### src/rtl/banner_scroll_reader.sv
// Banner ROM reader: fetches every row once per frame tick, extracts a wrapping
// WIN-column window at the scroll offset and hands rows out over valid/ready.
module banner_scroll_reader #(
    parameter int ROWS = 15,
    parameter int COLS = 70,
    parameter int WIN  = 16,
    parameter int STEP = 1
) (
    input  logic            clk,
    input  logic            rst,
    input  logic            frame_tick,
    output logic [4:0]      rom_address,
    input  logic [COLS-1:0] rom_data,
    output logic            row_valid,
    input  logic            row_ready,
    output logic [3:0]      row_index,
    output logic [WIN-1:0]  row_pixels,
    output logic [6:0]      offset,
    output logic            busy,
    output logic            overrun
);
    localparam int AW = $clog2(COLS);

    typedef enum logic [1:0] {IDLE, ISSUE, WAIT, PRESENT} state_t;

    state_t         state, state_d;
    logic [3:0]     r;
    logic           start, capture, next_row, frame_done;
    logic           hs;
    logic [WIN-1:0] win_pix;
    logic [7:0]     off_sum;
    logic [6:0]     offset_nxt;

    assign hs   = row_valid && row_ready;
    assign busy = (state != IDLE);

    // Column c of the window maps to ROM column (offset+c) mod COLS; c < WIN <= COLS
    // keeps the sum below 2*COLS so one conditional subtract is enough.
    for (genvar c = 0; c < WIN; c++) begin : g_win
        logic [7:0]    sum, idx;
        logic [AW-1:0] pos;
        assign sum = {1'b0, offset} + 8'(c);
        assign idx = (sum >= 8'(COLS)) ? sum - 8'(COLS) : sum;
        assign pos = AW'(COLS - 1) - AW'(idx);
        assign win_pix[WIN-1-c] = rom_data[pos];
    end

    assign off_sum    = {1'b0, offset} + 8'(STEP);
    assign offset_nxt = (off_sum >= 8'(COLS)) ? 7'(off_sum - 8'(COLS)) : off_sum[6:0];

    always_ff @(posedge clk) begin
        if (rst) state <= IDLE;
        else     state <= state_d;
    end

    always_comb begin
        state_d    = state;
        start      = 1'b0;
        capture    = 1'b0;
        next_row   = 1'b0;
        frame_done = 1'b0;
        case (state)
            IDLE: if (frame_tick) begin
                state_d = ISSUE;
                start   = 1'b1;
            end
            ISSUE: state_d = WAIT;
            WAIT: begin
                state_d = PRESENT;
                capture = 1'b1;
            end
            PRESENT: if (hs) begin
                if (r == 4'(ROWS - 1)) begin
                    state_d    = IDLE;
                    frame_done = 1'b1;
                end else begin
                    state_d  = ISSUE;
                    next_row = 1'b1;
                end
            end
            default: state_d = IDLE;
        endcase
    end

    always_ff @(posedge clk) begin
        if (rst) begin
            rom_address <= '0;
            r           <= '0;
            row_valid   <= 1'b0;
            row_index   <= '0;
            row_pixels  <= '0;
            offset      <= '0;
            overrun     <= 1'b0;
        end else begin
            if (frame_tick && state != IDLE) overrun <= 1'b1;
            if (start) begin
                rom_address <= '0;
                r           <= '0;
            end
            if (next_row) begin
                r           <= r + 4'd1;
                rom_address <= {1'b0, r} + 5'd1;
            end
            if (capture) begin
                row_pixels <= win_pix;
                row_index  <= r;
                row_valid  <= 1'b1;
            end
            if (next_row || frame_done) row_valid <= 1'b0;
            if (frame_done) offset <= offset_nxt;
        end
    end
endmodule

### config.mk
export PLATFORM = sky130hd
export DESIGN_NAME = banner_scroll_reader
export DESIGN_NICKNAME = d
export VERILOG_FILES = /design/src/rtl/banner_scroll_reader.sv
export SDC_FILE = /design/constraint.sdc
export NUM_CORES = 1
export LEC_CHECK = 0
export CELL_PAD_IN_SITES_DETAIL_PLACEMENT = 1
export CELL_PAD_IN_SITES_GLOBAL_PLACEMENT = 2
export CORE_MARGIN = 2
export CORE_UTILIZATION = 28
export DETAILED_ROUTE_END_ITERATION = 8
export GPL_TIMING_DRIVEN = 0
export HOLD_SLACK_MARGIN = 0.1
export PLACE_DENSITY_LB_ADDON = 0.1
export RECOVER_POWER = 25
export SKIP_LAST_GASP = 1
export SLEW_MARGIN = 10
export SYNTH_ARGS = -nofsm -noshare
export SYNTH_HDL_FRONTEND = slang
export SYNTH_SLANG_ARGS = --single-unit
### constraint.sdc
create_clock -name clk -period 5.8 [get_ports clk]
set_input_delay 1.45 -clock clk [delete_from_list [all_inputs] [get_ports clk]]
set_output_delay 1.45 -clock clk [all_outputs]
set_load 0.02 [all_outputs]
# == After elaboration in Yosys (flattened, before gate mapping) ==
# Cells that the tools add are included.
# totals
reg_bits,40
inputBits,74
output_inout_bits,35
wordCells,169
# op_classes
addsub,49
magnitude_cmp,32
eq_ne,6
mux,66
reduce_logical,8
# op_table
cell,n
"less-than comparator 7 x 8 -> 1 bit, second input constant",16
">= comparator 8 x 7 -> 1 bit, second input constant",15
2-to-1 mux 7 bit,17
binary-select mux 1 bit (select 7 bit),16
"subtractor 7 bit, first input constant",16
"subtractor 7 bit, second input constant",16
"adder 7 x 4 -> 8 bit, second input constant",8
"adder 7 x 3 -> 8 bit, second input constant",4
2-to-1 mux 1 bit,26
"adder 7 x 2 -> 8 bit, second input constant",2
2-to-1 mux 5 bit,2
"adder 7 x 1 -> 8 bit, second input constant",1
2-to-1 mux 4 bit,2
one-hot mux 2 bit (4 select lines),1
">= comparator 7 bit, second input constant",1
"adder 4 x 1 -> 5 bit, second input constant",1
"adder 4 x 1 -> 4 bit, second input constant",1
"== test 2 bit, second input constant",2
"== test 4 bit, second input constant",1
2-to-1 mux 2 bit,2
"!= test 2 bit, second input constant",2
nonzero test 2 bit,2
"== test 2 x 1 -> 1 bit, second input constant",1
logical AND 1 bit,2
4 further kinds,4

# == Depth between registers and ports, before layout ==
# logic_depth
word_depth,6
depth_mapped,25
mapped_depth_nobuf,19

# == Worst setup path after synthesis ==
# No wires, ideal clock.
# synth_timing
path_kind,register to register
start,reg offset[1]
end,reg row_pixels[12]
setup_ps,62
arrival_time_ps,6156
required_time_ps,5738
path_slack_ps,-418
path_stages_with_launch,25
n_path_buf,7
synth_period_minus_slack_ps,6218
cell_sequence,dfxtp_1 -> buf_2 -> clkbuf_1 -> inv_1 -> buf_1 -> ha_1 -> clkbuf_1 -> clkinv_1 -> clkbuf_1 -> clkbuf_1 -> ha_1 -> a222oi_1 -> a31o_2 -> nand2_1 -> xnor2_4 -> inv_1 -> ha_1 -> xnor2_1 -> xor2_1 -> buf_2 -> mux4_2 -> mux2i_1 -> mux2_2 -> a2111o_1 -> nand3_1
# synth_via
elab_chain_cells,6
elab_cells_between_ends,7
cone_classes,3 x add/sub; 1 x order compare; 3 x mux
# synth_lines
element,line,text
start: declaration,18,"output logic [6:0] offset,"
start signal: assignment,110,if (frame_done) offset <= offset_nxt;
adder 7 x 2 -> 8 bit *,42,"assign sum = {1'b0, offset} + 8'(c);"
subtractor 7 bit or >= comparator 8 x 7 -> 1 bit (tied branches),43,assign idx = (sum >= 8'(COLS)) ? sum - 8'(COLS) : sum;
2-to-1 mux 7 bit *,43,
subtractor 7 bit *,44,assign pos = AW'(COLS - 1) - AW'(idx);
binary-select mux 1 bit (select 7 bit) *,45,assign win_pix[WIN-1-c] = rom_data[pos];
2-to-1 mux 1 bit (not written as such) *,45,
end signal: assignment,105,row_pixels <= win_pix;
end: declaration,17,"output logic [WIN-1:0] row_pixels,"
# Every way passes the cells marked *; elsewhere a longest branch is shown, timed or not. The select of a mux whose other input is x is not followed.
# A chain may end at the register's enable or synchronous reset.

# == Worst setup path after layout ==
# layout_timing
start,reg offset[3]
end,reg row_pixels[3]
# layout_via
elab_chain_cells,6
elab_cells_between_ends,7
cone_classes,3 x add/sub; 1 x order compare; 3 x mux
# layout_lines
element,line
adder 7 x 4 -> 8 bit *,42
subtractor 7 bit or >= comparator 8 x 7 -> 1 bit (tied branches),43
2-to-1 mux 7 bit *,43
subtractor 7 bit *,44
binary-select mux 1 bit (select 7 bit) *,45
2-to-1 mux 1 bit (not written as such) *,45
# Marks and branches as above.

==> load_flow_metrics.sql <==
INSERT INTO impl_metrics (metric_group, metric, value, unit) VALUES
('timing', 'rsz_0062_raised_after_global_routing', 'true', ''),
('pwr', 'total_leakage_power', '5.27', 'nW'),
('synth', 'synthesis.instances', '1596', ''),
('routing', 'wirelength', '68.9', 'mm'),
('status', 'run_status', 'finished clean', ''),
('routing', 'routed_via_density', '6.09', ''),
('critical_path', 'critical_path.startpoint_type', 'flip-flop', ''),
('finish', 'nFillCells', '5561', ''),
('clock_tree', 'cts_sink_cnt', '36', ''),
('global_routing', 'grt_start_max_net_pins', '16', ''),
('finish', 'num-nets-final', '1836', ''),
('pwr', 'p_per_area', '80.4', 'nW/um^2'),
('timing', 'hold_viol_final', '0', ''),
('critical_path', 'worst_ep_required_time', '6.01', 'ns'),
('synth', 'synth.mux.area_fraction', '0.366', ''),
('critical_path', 'cp_cell_instances', 'clkinv_2 > clkbuf_4 > ha_1 > clkbuf_1 > a21boi_2 > nand3_1 > o21ai_2 > nand2_2 > xnor2_4 > ha_1 > xnor2_2 > xnor2_4 > buf_4 > mux2_2 > mux4_2 > mux4_2 > nand3_1 > nand2_1', ''),
('synth', 'synth_top_family_by_area', 'multiplexers', ''),
('global_routing', 'grt_remaining_overflow', '0', ''),
('die', 'floorplan.die_area', '48800', 'um^2'),
('die', 'core_area', '46500', 'um^2'),
('finish', 'area_growth_syn_to_layout', '18.8', '%'),
('synth', 'synth_xor_area_frac', '0.114', ''),
('global_routing', 'global_route.usage.total', '0.274', ''),
('place', 'place_congestion', '0.909', ''),
('clock_tree', 'cts_hold_repair.buffers', '0', ''),
('synth', 'synth_compound_gate_area_share', '0.200', ''),
('timing', 'final_period_minus_worst_setup_slack', '5.61', 'ns'),
('synth', 'synth_top_area_cell', 'mux4_2', ''),
('min_path', 'whs_path_depth', '1', ''),
('timing', 'finalMaxSlewViolations', '0', ''),
('synth', 'synthDistinctLibCells', '84', ''),
('place', 'numPortBuffers', '107', ''),
('place', 'dp.cells', '2311', ''),
('global_routing', 'grt_antenna_before_repair', '2', ''),
('timing', 'finalCritPeriodShare', '0.967', ''),
('synth', 'yosys_most_used_dff', 'dfxtp_1', ''),
('synth', 'synth_simple_gate_area_share', '0.177', ''),
('finish', 'drive_above_1_share', '0.191', ''),
('synth', 'yosys-top-cells-area', 'mux4_2, mux2i_1, xnor2_1', ''),
('routing', 'drtPass1Iterations', '5', ''),
('clock_tree', 'cts_made_buffers', '5', ''),
('min_path', 'hold_path_class', 'reg -> reg', ''),
('routing', 'vias', '14200', ''),
('pwr', 'peak_supply_drop', '0.000111', 'V'),
('die', 'pin_count', '109', ''),
('global_routing', 'grt_pass1_vias', '14500', ''),
('timing', 'fin_hold_ws', '0.470', 'ns'),
('clock_tree', 'total_number_of_h_tree_levels', '2', ''),
('place', 'hpwl', '54.0', 'mm'),
('critical_path', 'critical_path_arrival', '5.81', 'ns'),
('timing', 'clock-skew-final', '0.0187', 'ns'),
('critical_path', 'setup.worst_path.end_class', 'flip-flop', ''),
('synth', 'ys_warn_count', '0', ''),
('synth', 'synth.avg_cell_area', '8.25', 'um^2'),
('die', 'core.rowCount', '79', ''),
('clock_tree', 'clock_latency', '0.31', 'ns'),
('routing', 'antenna_left', '0', ''),
('critical_path', 'cp_num_buf_inv', '4', ''),
('synth', 'number_of_enable_flip_flop_cells_after_synthesis', '0', ''),
('timing', 'worst_pin_slew', '1.17', 'ns'),
('critical_path', 'critical_path_cell_with_the_highest_stage_delay', 'dfxtp_2', ''),
('synth', 'synth_sequential_area_ratio', '0.0547', ''),
('routing', 'drt_drc_violations_left', '0', ''),
('synth', 'synth-adder-area-share', '0.0418', ''),
('synth', 'post_synth_instance_area', '13200', 'um^2'),
('synth', 'netlist.area_leader.share', '0.185', ''),
('critical_path', 'rr_worst_depth', '18', ''),
('timing', 'totalNegativeSetupSlack', '0', 'ns'),
('finish', 'final_cell_mix', 'nand2_1, nor2_1, mux2i_1', ''),
('finish', 'layout.cells.most_common', 'nand2_1', ''),
('clock_tree', 'cts_max_path_buffers', '2', '');
[logic make-up after synthesis]
family / Yosys count
simple gates: 496
xor+xnor: 165
buf+inv: 142
fa+ha+maj: 44
compound gates: 396
flops: 36
mux: 317
[where the power goes]
group          internal (mW)  switching, mW
clock                  0.203          0.149
sequential             0.282         0.0284
combinational          0.257          0.337
total                  0.743          0.514
[cell type report]
type | instances | area, um^2 | share of cell area
multi-input combinational | 1418 | 12100 | 0.776
timing repair buffer | 119 | 1160 | 0.0745
tap | 607 | 759 | 0.0486
sequential | 36 | 728 | 0.0466
buffer | 113 | 571 | 0.0365
clock buffer | 5 | 125 | 0.00800
inverter | 25 | 108 | 0.00688
clock inverter | 3 | 42.5 | 0.00272
antenna | 2 | 5.00 | 0.000320
[what timing repair did]
item,in CTS,in global routing
buffers inserted,7,4
setup endpoints to repair,14,13
resized for setup,55,30
pin swaps,6,3
[path summary, 6_finish.rpt]
path | from | to | slack (ns)
max | offset[3]$_SDFFE_PP0P_ | row_pixels[3]$_SDFFE_PP0N_ | 0.19
max reg2reg | offset[3]$_SDFFE_PP0P_ | row_pixels[3]$_SDFFE_PP0N_ | 0.19
min reg2reg | row_pixels[11]$_SDFFE_PP0N_ | row_pixels[11]$_SDFFE_PP0N_ | 0.47
min | row_pixels[11]$_SDFFE_PP0N_ | row_pixels[11]$_SDFFE_PP0N_ | 0.47
[cell usage after synthesis, types with 6 or more instances]
| library cell | count |
|---|---|
| a32oi_1 | 6 |
| dfxtp_1 | 36 |
| nand3b_1 | 10 |
| a2111oi_0 | 6 |
| o21ai_0 | 76 |
| nor4_1 | 13 |
| o31ai_1 | 14 |
| a211oi_1 | 14 |
| clkbuf_1 | 59 |
| a21oi_1 | 103 |
| o22ai_1 | 14 |
| and2_1 | 6 |
| nand2_1 | 149 |
| mux4_2 | 108 |
| buf_2 | 34 |
| mux2_2 | 71 |
| nor2_1 | 132 |
| xor2_1 | 35 |
| a21boi_0 | 6 |
| a22oi_1 | 8 |
| a21o_1 | 10 |
| mux2i_1 | 125 |
| or3_1 | 7 |
| ha_1 | 44 |
| o221ai_1 | 7 |
| o211ai_1 | 25 |
| buf_1 | 17 |
| nor2b_1 | 22 |
| nand2b_1 | 18 |
| mux4_1 | 13 |
| and3_1 | 7 |
| nor3_1 | 39 |
| nand3_1 | 55 |
| a31oi_1 | 31 |
| inv_1 | 18 |
| nand4_1 | 15 |
| o21a_1 | 7 |
| xnor2_1 | 124 |
[flip-flops by register name (all words and copies together) (netlist names)]
signal and cells:
state 2, row_valid 1, row_index 4, rom_address 5
offset 7, overrun 1, row_pixels 16
[metal layers]
layer	track usage	wire length (um)	vias up	part of all wire
met3	0.0236	2910	66	0.042
li1	-	-	6383	-
met4	0.0766	2110	0	0.031
met5	0	0	-	0
met1	0.367	30400	7294	0.44
met2	0.472	33500	429	0.49
[metrics by stage]
step                area, um^2  total power, mW  utilization  setup slack [ns]
floorplan                13200            0.620            -            -0.175
finish                   15600             1.26        0.337             0.194
detailed placement       15000            0.902        0.324             -2.35
CTS                      15500             1.26        0.333            -0.167
global placement         15000            0.895        0.323             -2.37
global route             15600             1.31        0.337           -0.0595
No activity file was read; power rests on OpenSTA's default activity.
